File: config.mk
export PLATFORM = sky130hd
export DESIGN_NAME = data_mem_arbiter
export DESIGN_NICKNAME = d
export VERILOG_FILES = /design/src/rtl/data_mem_arbiter.sv
export SDC_FILE = /design/constraint.sdc
export NUM_CORES = 1
export LEC_CHECK = 0
export ABC_CLOCK_PERIOD_IN_PS = 1920
export BUFFER_PORTS_ARGS = -buffer_cell sky130_fd_sc_hd__clkbuf_2
export CAP_MARGIN = 40
export CORE_ASPECT_RATIO = 0.5
export CORE_MARGIN = 2
export CORE_UTILIZATION = 30
export CTS_BUF_LIST = sky130_fd_sc_hd__clkbuf_8
export CTS_CLUSTER_SIZE = 20
export DETAILED_ROUTE_END_ITERATION = 16
export SLEW_MARGIN = 10
export SYNTH_ARGS = -nofsm -noshare
export SYNTH_HDL_FRONTEND = slang
export SYNTH_SLANG_ARGS = --single-unit
File: constraint.sdc
create_clock -name i_clk -period 1.92 [get_ports i_clk]
set_input_delay 0.192 -clock i_clk [delete_from_list [all_inputs] [get_ports i_clk]]
set_output_delay 0.192 -clock i_clk [all_outputs]
set_load 0.01 [all_outputs]
File: src/rtl/data_mem_arbiter.sv
// data_mem_arbiter: four-way arbiter serializing GPR, accumulator, stack and
// crypto accesses onto the single data_mem port.
//
// Each access runs IDLE -> ACCESS -> RESP (3 cycles). The winner is picked
// round-robin from r_rr_ptr. Address, data and direction are latched at the
// IDLE->ACCESS edge. The write happens at the ACCESS->RESP edge. Read data from
// the synchronous memory is valid during RESP and is returned on o_rdata.
//
// Optional feature: define CRYPTO_PRIORITY_EN to give requester 3 absolute
// priority. Requesters 0-2 keep round-robin among themselves, and a crypto
// grant leaves r_rr_ptr untouched.
//
// Ports:
//   i_clk, i_rst_n          clock, asynchronous active-low reset
//   i_req, i_we             per-requester request / write flag
//   i_addr_in, i_wdata_in   packed per-requester address / write data
//   o_gnt, o_rvalid         one-hot grant / read-valid pulses
//   o_rdata                 shared read data (zero unless o_rvalid != 0)
//   o_mem_*                 registered memory port; i_mem_rdata = memory output
//   o_busy, o_owner         busy in ACCESS/RESP, last granted requester
module data_mem_arbiter #(
    parameter int AW = 9,
    parameter int DW = 16
) (
    input  logic              i_clk,
    input  logic              i_rst_n,
    input  logic [3:0]        i_req,
    input  logic [3:0]        i_we,
    input  logic [4*AW-1:0]   i_addr_in,
    input  logic [4*DW-1:0]   i_wdata_in,
    output logic [3:0]        o_gnt,
    output logic [3:0]        o_rvalid,
    output logic [DW-1:0]     o_rdata,
    output logic              o_mem_en,
    output logic              o_mem_we,
    output logic [AW-1:0]     o_mem_addr,
    output logic [DW-1:0]     o_mem_wdata,
    input  logic [DW-1:0]     i_mem_rdata,
    output logic              o_busy,
    output logic [1:0]        o_owner
);

    typedef enum logic [1:0] {IDLE, ACCESS, RESP} state_t;

    state_t         r_state;
    logic [1:0]     r_rr_ptr;
    logic [1:0]     r_owner;
    logic [3:0]     r_gnt;
    logic [3:0]     r_rvalid;
    logic           r_mem_en;
    logic           r_mem_we;
    logic [AW-1:0]  r_mem_addr;
    logic [DW-1:0]  r_mem_wdata;
    logic           r_busy;

    logic [3:0]     w_rr_req;
    logic           w_crypto;
    logic [1:0]     w_rr_win;
    logic [1:0]     w_winner;
    logic           w_we_k;
    logic [AW-1:0]  w_addr_k;
    logic [DW-1:0]  w_wdata_k;

`ifdef CRYPTO_PRIORITY_EN
    // Crypto bypasses the rotation; mask it out of the round-robin pool.
    assign w_crypto = i_req[3];
    assign w_rr_req = {1'b0, i_req[2:0]};
`else
    assign w_crypto = 1'b0;
    assign w_rr_req = i_req;
`endif

    // Scan from the farthest offset down so the nearest set bit to r_rr_ptr wins.
    always_comb begin
        w_rr_win = r_rr_ptr;
        for (int i = 3; i >= 0; i--)
            if (w_rr_req[r_rr_ptr + 2'(i)]) w_rr_win = r_rr_ptr + 2'(i);
    end

    assign w_winner  = w_crypto ? 2'd3 : w_rr_win;
    assign w_we_k    = i_we[w_winner];
    assign w_addr_k  = i_addr_in[int'(w_winner)*AW +: AW];
    assign w_wdata_k = i_wdata_in[int'(w_winner)*DW +: DW];

    always_ff @(posedge i_clk or negedge i_rst_n) begin
        if (!i_rst_n) begin
            r_state     <= IDLE;
            r_rr_ptr    <= 2'd0;
            r_owner     <= 2'd0;
            r_gnt       <= 4'd0;
            r_rvalid    <= 4'd0;
            r_mem_en    <= 1'b0;
            r_mem_we    <= 1'b0;
            r_mem_addr  <= '0;
            r_mem_wdata <= '0;
            r_busy      <= 1'b0;
        end else begin
            case (r_state)
                IDLE: if (|i_req) begin
                    r_state     <= ACCESS;
                    r_gnt       <= 4'b1 << w_winner;
                    r_mem_en    <= 1'b1;
                    r_mem_we    <= w_we_k;
                    r_mem_addr  <= w_addr_k;
                    r_mem_wdata <= w_wdata_k;
                    r_busy      <= 1'b1;
                    r_owner     <= w_winner;
                    if (!w_crypto) r_rr_ptr <= w_winner + 2'd1;
                end
                ACCESS: begin
                    // r_gnt still holds the one-hot owner; reuse it for rvalid.
                    r_state  <= RESP;
                    r_gnt    <= 4'd0;
                    r_mem_en <= 1'b0;
                    r_mem_we <= 1'b0;
                    r_rvalid <= r_mem_we ? 4'd0 : r_gnt;
                end
                RESP: begin
                    r_state  <= IDLE;
                    r_rvalid <= 4'd0;
                    r_busy   <= 1'b0;
                end
                default: r_state <= IDLE;
            endcase
        end
    end

    assign o_gnt       = r_gnt;
    assign o_rvalid    = r_rvalid;
    assign o_rdata     = |r_rvalid ? i_mem_rdata : '0;
    assign o_mem_en    = r_mem_en;
    assign o_mem_we    = r_mem_we;
    assign o_mem_addr  = r_mem_addr;
    assign o_mem_wdata = r_mem_wdata;
    assign o_busy      = r_busy;
    assign o_owner     = r_owner;

endmodule

# Yosys cells after proc, flatten, opt, wreduce, memory -nomap -nowiden
# Cells that the tools add are included.
# op_classes
add_sub_neg,4
mul,1
n_div,0
order_cmp,5
n_eq_ne,3
shift,3
n_mux,26
n_bitwise,0
reduce_logical,9
# op_table
operator,count
$shiftx 64x7->16,1
$shiftx 36x7->9,1
$mux 16,1
$pmux 4 s2,2
$lt 2x3->1 const B,5
$bmux 1 s2,5
$mux 2,5
$mux 4,2
$reduce_or 4->1,2
$mux 1,7
$mul 2x4->6 const B,1
$pmux 1 s2,3
$reduce_and 2->1,3
$reduce_bool 2->1,3
$add 2x1->2 const B,2
$add 2x2->2 const B,2
$pmux 2 s2,1
$shl 1x2->4 const A,1
$eq 2x1->1 const B,1
$eq 2x2->1 const B,1
$logic_not 2->1,1
$ne 2x2->1 const B,1
# word_totals
regBits,42
latchBits,0
ramBits,0
rom_bits,0
input_bits,126
out_inout_bits,54
wordCells,61
mem_count,0

# Logic depth before layout (Yosys ltp)
# logic_depth
depth_word,11
depth_mapped,8
ltp_nobuf,6

# Least setup slack after synthesis
# OpenSTA, ideal clock, no wires.
# synth_timing
kind,register -> output
from,reg r_rvalid[1] (netlist: o_rvalid[1])
to,out o_rdata[10]
arrival_time_ns,1.516
required_ns,1.728
path_slack_ns,0.212
stages_incl_launch_ff,4
n_path_buf,1
cell_sequence,dfrtp_1 -> nor4_1 -> clkbuf_1 -> nor2b_1
# synth_via
elab_chain_len,2
# synth_rtl
item,line_no,text
start: declaration,49,logic [3:0] r_rvalid;
start signal: assignment,116,r_rvalid <= r_mem_we ? 4'd0 : r_gnt;
$reduce_or 4->1,130,assign o_rdata = |r_rvalid ? i_mem_rdata : '0;
$mux 16,130,
end: declaration,33,"output logic [DW-1:0] o_rdata,"
# No other way between the ends.

# Final worst setup path
# layout_timing
from,reg r_rr_ptr[1]
to,reg r_mem_wdata[14] (netlist: o_mem_wdata[14])
# layout_via
elab_chain_len,8
word_cells_on_any_way,16
cone_classes,add/sub: 3; shift: 1; mux: 12
# layout_rtl
item,line_no,text
start: declaration,46,logic [1:0] r_rr_ptr;
start signal: assignment,108,if (!w_crypto) r_rr_ptr <= w_winner + 2'd1;
$add 2x2->2,77,if (w_rr_req[r_rr_ptr + 2'(i)]) w_rr_win = r_rr_ptr + 2'(i);
$bmux 1 s2,77,
$mux 1 (not written as such),77,
$mux 2 (3 in a row),77,
$mux 2 (*),77,
$shiftx 64x7->16 (*),83,assign w_wdata_k = i_wdata_in[int'(w_winner)*DW +: DW];
end signal: assignment,105,r_mem_wdata <= w_wdata_k;
end: declaration,53,logic [DW-1:0] r_mem_wdata;
# Every way passes the cells marked *; elsewhere a longest branch is shown, timed or not. The select of a mux whose other input is x is not followed.
# A chain may end at the register's enable or synchronous reset.

==> impl_metrics.ini <==
[detailed_routing]
drc = 0
routed_wl_um = 7430
wl_per_cell_um = 13.7
ant_nets = 0
drt_first_iter_violations = 100
num_vias = 2555
drt_pass1_iterations = 4
via_per_inst = 4.70

[critical_path]
end_kind = flop
critical_path_class = reg2reg
critPathLaunchType = flop
ff2ff_path_depth = 6
r2r_end = o_mem_wdata[14]$_DFFE_PN0P_
crit_cells = 6
crit_chain = nor3b_1 -> a2111oi_2 -> a21oi_4 -> buf_12 -> mux2i_1 -> o221ai_1
worstPathRequired_ns = 2.08
crit_end = o_mem_wdata[14]$_DFFE_PN0P_
worst-path-buf-inv = 1
reg2reg_slack_ns = 0.10
critPathMaxFanout = 28
worstSetupStartpoint = r_rr_ptr[1]$_DFFE_PN0P_
worstReg2RegStart = r_rr_ptr[1]$_DFFE_PN0P_
cpLargestDelayFamily = compound AO/OA/AOI/OAI gates
crit_arrival_ns = 1.97
max_stage_delay_ns = 0.44
crit_slowest_cell = dfrtp_1

[global_routing]
antenna_found_initial = 0
grt_overflow_total = 0
grt_pass1_wl_um = 11100
grt_start_max_net_pins = 43
grt_pass1_vias = 2329
grt_usage = 0.151

[finish]
diodes = 0
syn_to_final_growth_pct = 46.3
layout_commonest_cell = clkbuf_2
layout-drive-gt1-share = 0.470
finalNetCount = 565
fillCellCount = 811
layout_common_cells = 179 x clkbuf_2, 52 x mux2i_1, 42 x dfrtp_1

[cts]
cts_buffers = 5
htreeDepth = 2
clk_pin_slew_ns = 0.08
cts_tree = yes
cts.sinks = 42
clockBufferDepth = 2
insertion_delay_ns = 0.28
clock-root-buffer = clkbuf_8
postCtsSetupBuffers = 0

[yosys]
syn-cell-area_um2 = 2530
synth-edff-count = 0
ys_seq_area_frac = 0.415
ys.flop_type = dfrtp_1
async_flop_share = 1.00
synthCells = 247
syn_avg_cell_area_um2 = 10.3
syn_nets = 381
synth_cell_type_count = 27
yosys_register_bits = 42
yosys_warnings = 0

[worst_hold_path]
hold_class = in2reg

[floorplan]
initial_core_util = 0.313
die_h_um = 69.0
ios = 180
core-area_um2 = 8090
die_area_um2 = 9240
placementRows = 23
dieWidth_um = 134

[timing]
setup_viol = 0
max_clock_freq_mhz = 550
layout_min_cycle_time_ns = 1.82
hold_viol = 0
relSlewSlack = 0.625
fin_skew_ns = 0.00477
drv_slew = 0
period_share = 0.947
worst_pin_slew_ns = 0.562
whs_ns = 0.221
fin_ws_ns = 0.101

[run_status]
status = finished, final reports clean

[place]
routabilityCongestion = 0.781
place_ws_ns = 0.0505
dp_hpwl_um = 5940
portBuffers = 179

[flow_run]
drv_cap = 0

[power]
peakVddDrop_uv = 663
p_per_area_nw_per_um2 = 1490
p_total_w = 0.00551
power_leakage_nw = 2.02
==> repair_timing <==
action | 4_1_cts | 5_1_grt
setup endpoints to repair | 0 | 25
hold buffers | 1 | 0
endpoints found under the hold margin | 42 | 0
gates resized for setup | 0 | 2
==> kinds of logic (layout without fill, tap and decap cells) <==
logic type / count (synthesis) / after routing / share of synthesized area
compound gates: 49 / 49 / 0.149
buf+inv: 25 / 210 / 0.0563
fa+ha+maj: 8 / 8 / 0.0395
mux: 52 / 52 / 0.205
simple gates: 71 / 71 / 0.135
flops: 42 / 42 / 0.415
==> flip-flops by register name, indices dropped and copies added (netlist names) <==
name         cells
o_mem_we         1
r_state          2
o_busy           1
o_mem_addr       9
o_gnt            4
o_mem_wdata     16
o_mem_en         1
r_rr_ptr         2
o_rvalid         4
o_owner          2
==> worst min-delay path: stages <==
cell and delay (ns):
clkbuf_2 0.07, mux2i_1 0.05, o221ai_1 0.15
==> layout make-up <==
class / count / area, um^2 / area share
Multi-Input combinational cell: 180 / 1360 / 0.368
Sequential cell: 42 / 1050 / 0.283
Timing Repair Buffer: 192 / 1020 / 0.276
Tap cell: 112 / 140 / 0.0378
Clock buffer: 6 / 82.6 / 0.0223
Inverter: 10 / 37.5 / 0.0101
Clock inverter: 2 / 8.76 / 0.00236
==> metal layers <==
| metal | vias to the layer above | GRT usage | wire (um) |
|---|---|---|---|
| met5 | - | 0 | 0 |
| met4 | 0 | 0.0239 | 34 |
| met3 | 2 | 0.0329 | 386 |
| met2 | 65 | 0.297 | 4030 |
| met1 | 1223 | 0.175 | 2980 |
| li1 | 1265 | - | - |
==> power breakdown <==
group	switching (W)	internal [W]	leakage, nW
logic	0.00187	0.00149	1.45
clock network	0.000303	0.000285	0.0524
registers	0.000252	0.00131	0.525
==> Yosys cell counts (3+ instances only) <==
cell type  number  area [um^2]
nand2_1        37          139
dfrtp_1        42         1050
clkbuf_1        5         18.8
ha_1            8          100
a22o_1          4         35.0
nor2_1          5         18.8
nor2b_1        20          125
o221ai_1       26          228
o21ai_0        10         50.1
inv_1          10         37.5
mux2i_1        52          521
buf_6           6         67.6
buf_2           3         15.0
nand3_1         4         20.0
a21oi_1         3         15.0
==> worst min-delay path by stage <==
stage	from	to	slack [ns]	cells after the start
after floorplan	i_rst_n	o_busy$_DFFE_PN0P_	-0.10	0
after global placement	i_rst_n	o_mem_en$_DFFE_PN0P_	0.31	2
after detailed placement	i_rst_n	o_mem_en$_DFFE_PN0P_	0.31	2
after CTS	i_wdata_in[16]	o_mem_wdata[0]$_DFFE_PN0P_	0.21	3
after global routing	i_wdata_in[22]	o_mem_wdata[6]$_DFFE_PN0P_	0.23	3
final	i_wdata_in[16]	o_mem_wdata[0]$_DFFE_PN0P_	0.22	3
==> metrics by stage <==
step                      area, um^2  instances  setup TNS [ns]  utilization
after floorplan                 2530        247               0            -
after global placement          3600        535               0        0.445
after detailed placement        3600        535               0        0.445
after CTS                       3700        544               0        0.457
after global routing            3710        544        -0.00738        0.458
final                           3710        544               0        0.458
No activity file was read; power rests on OpenSTA's default activity.
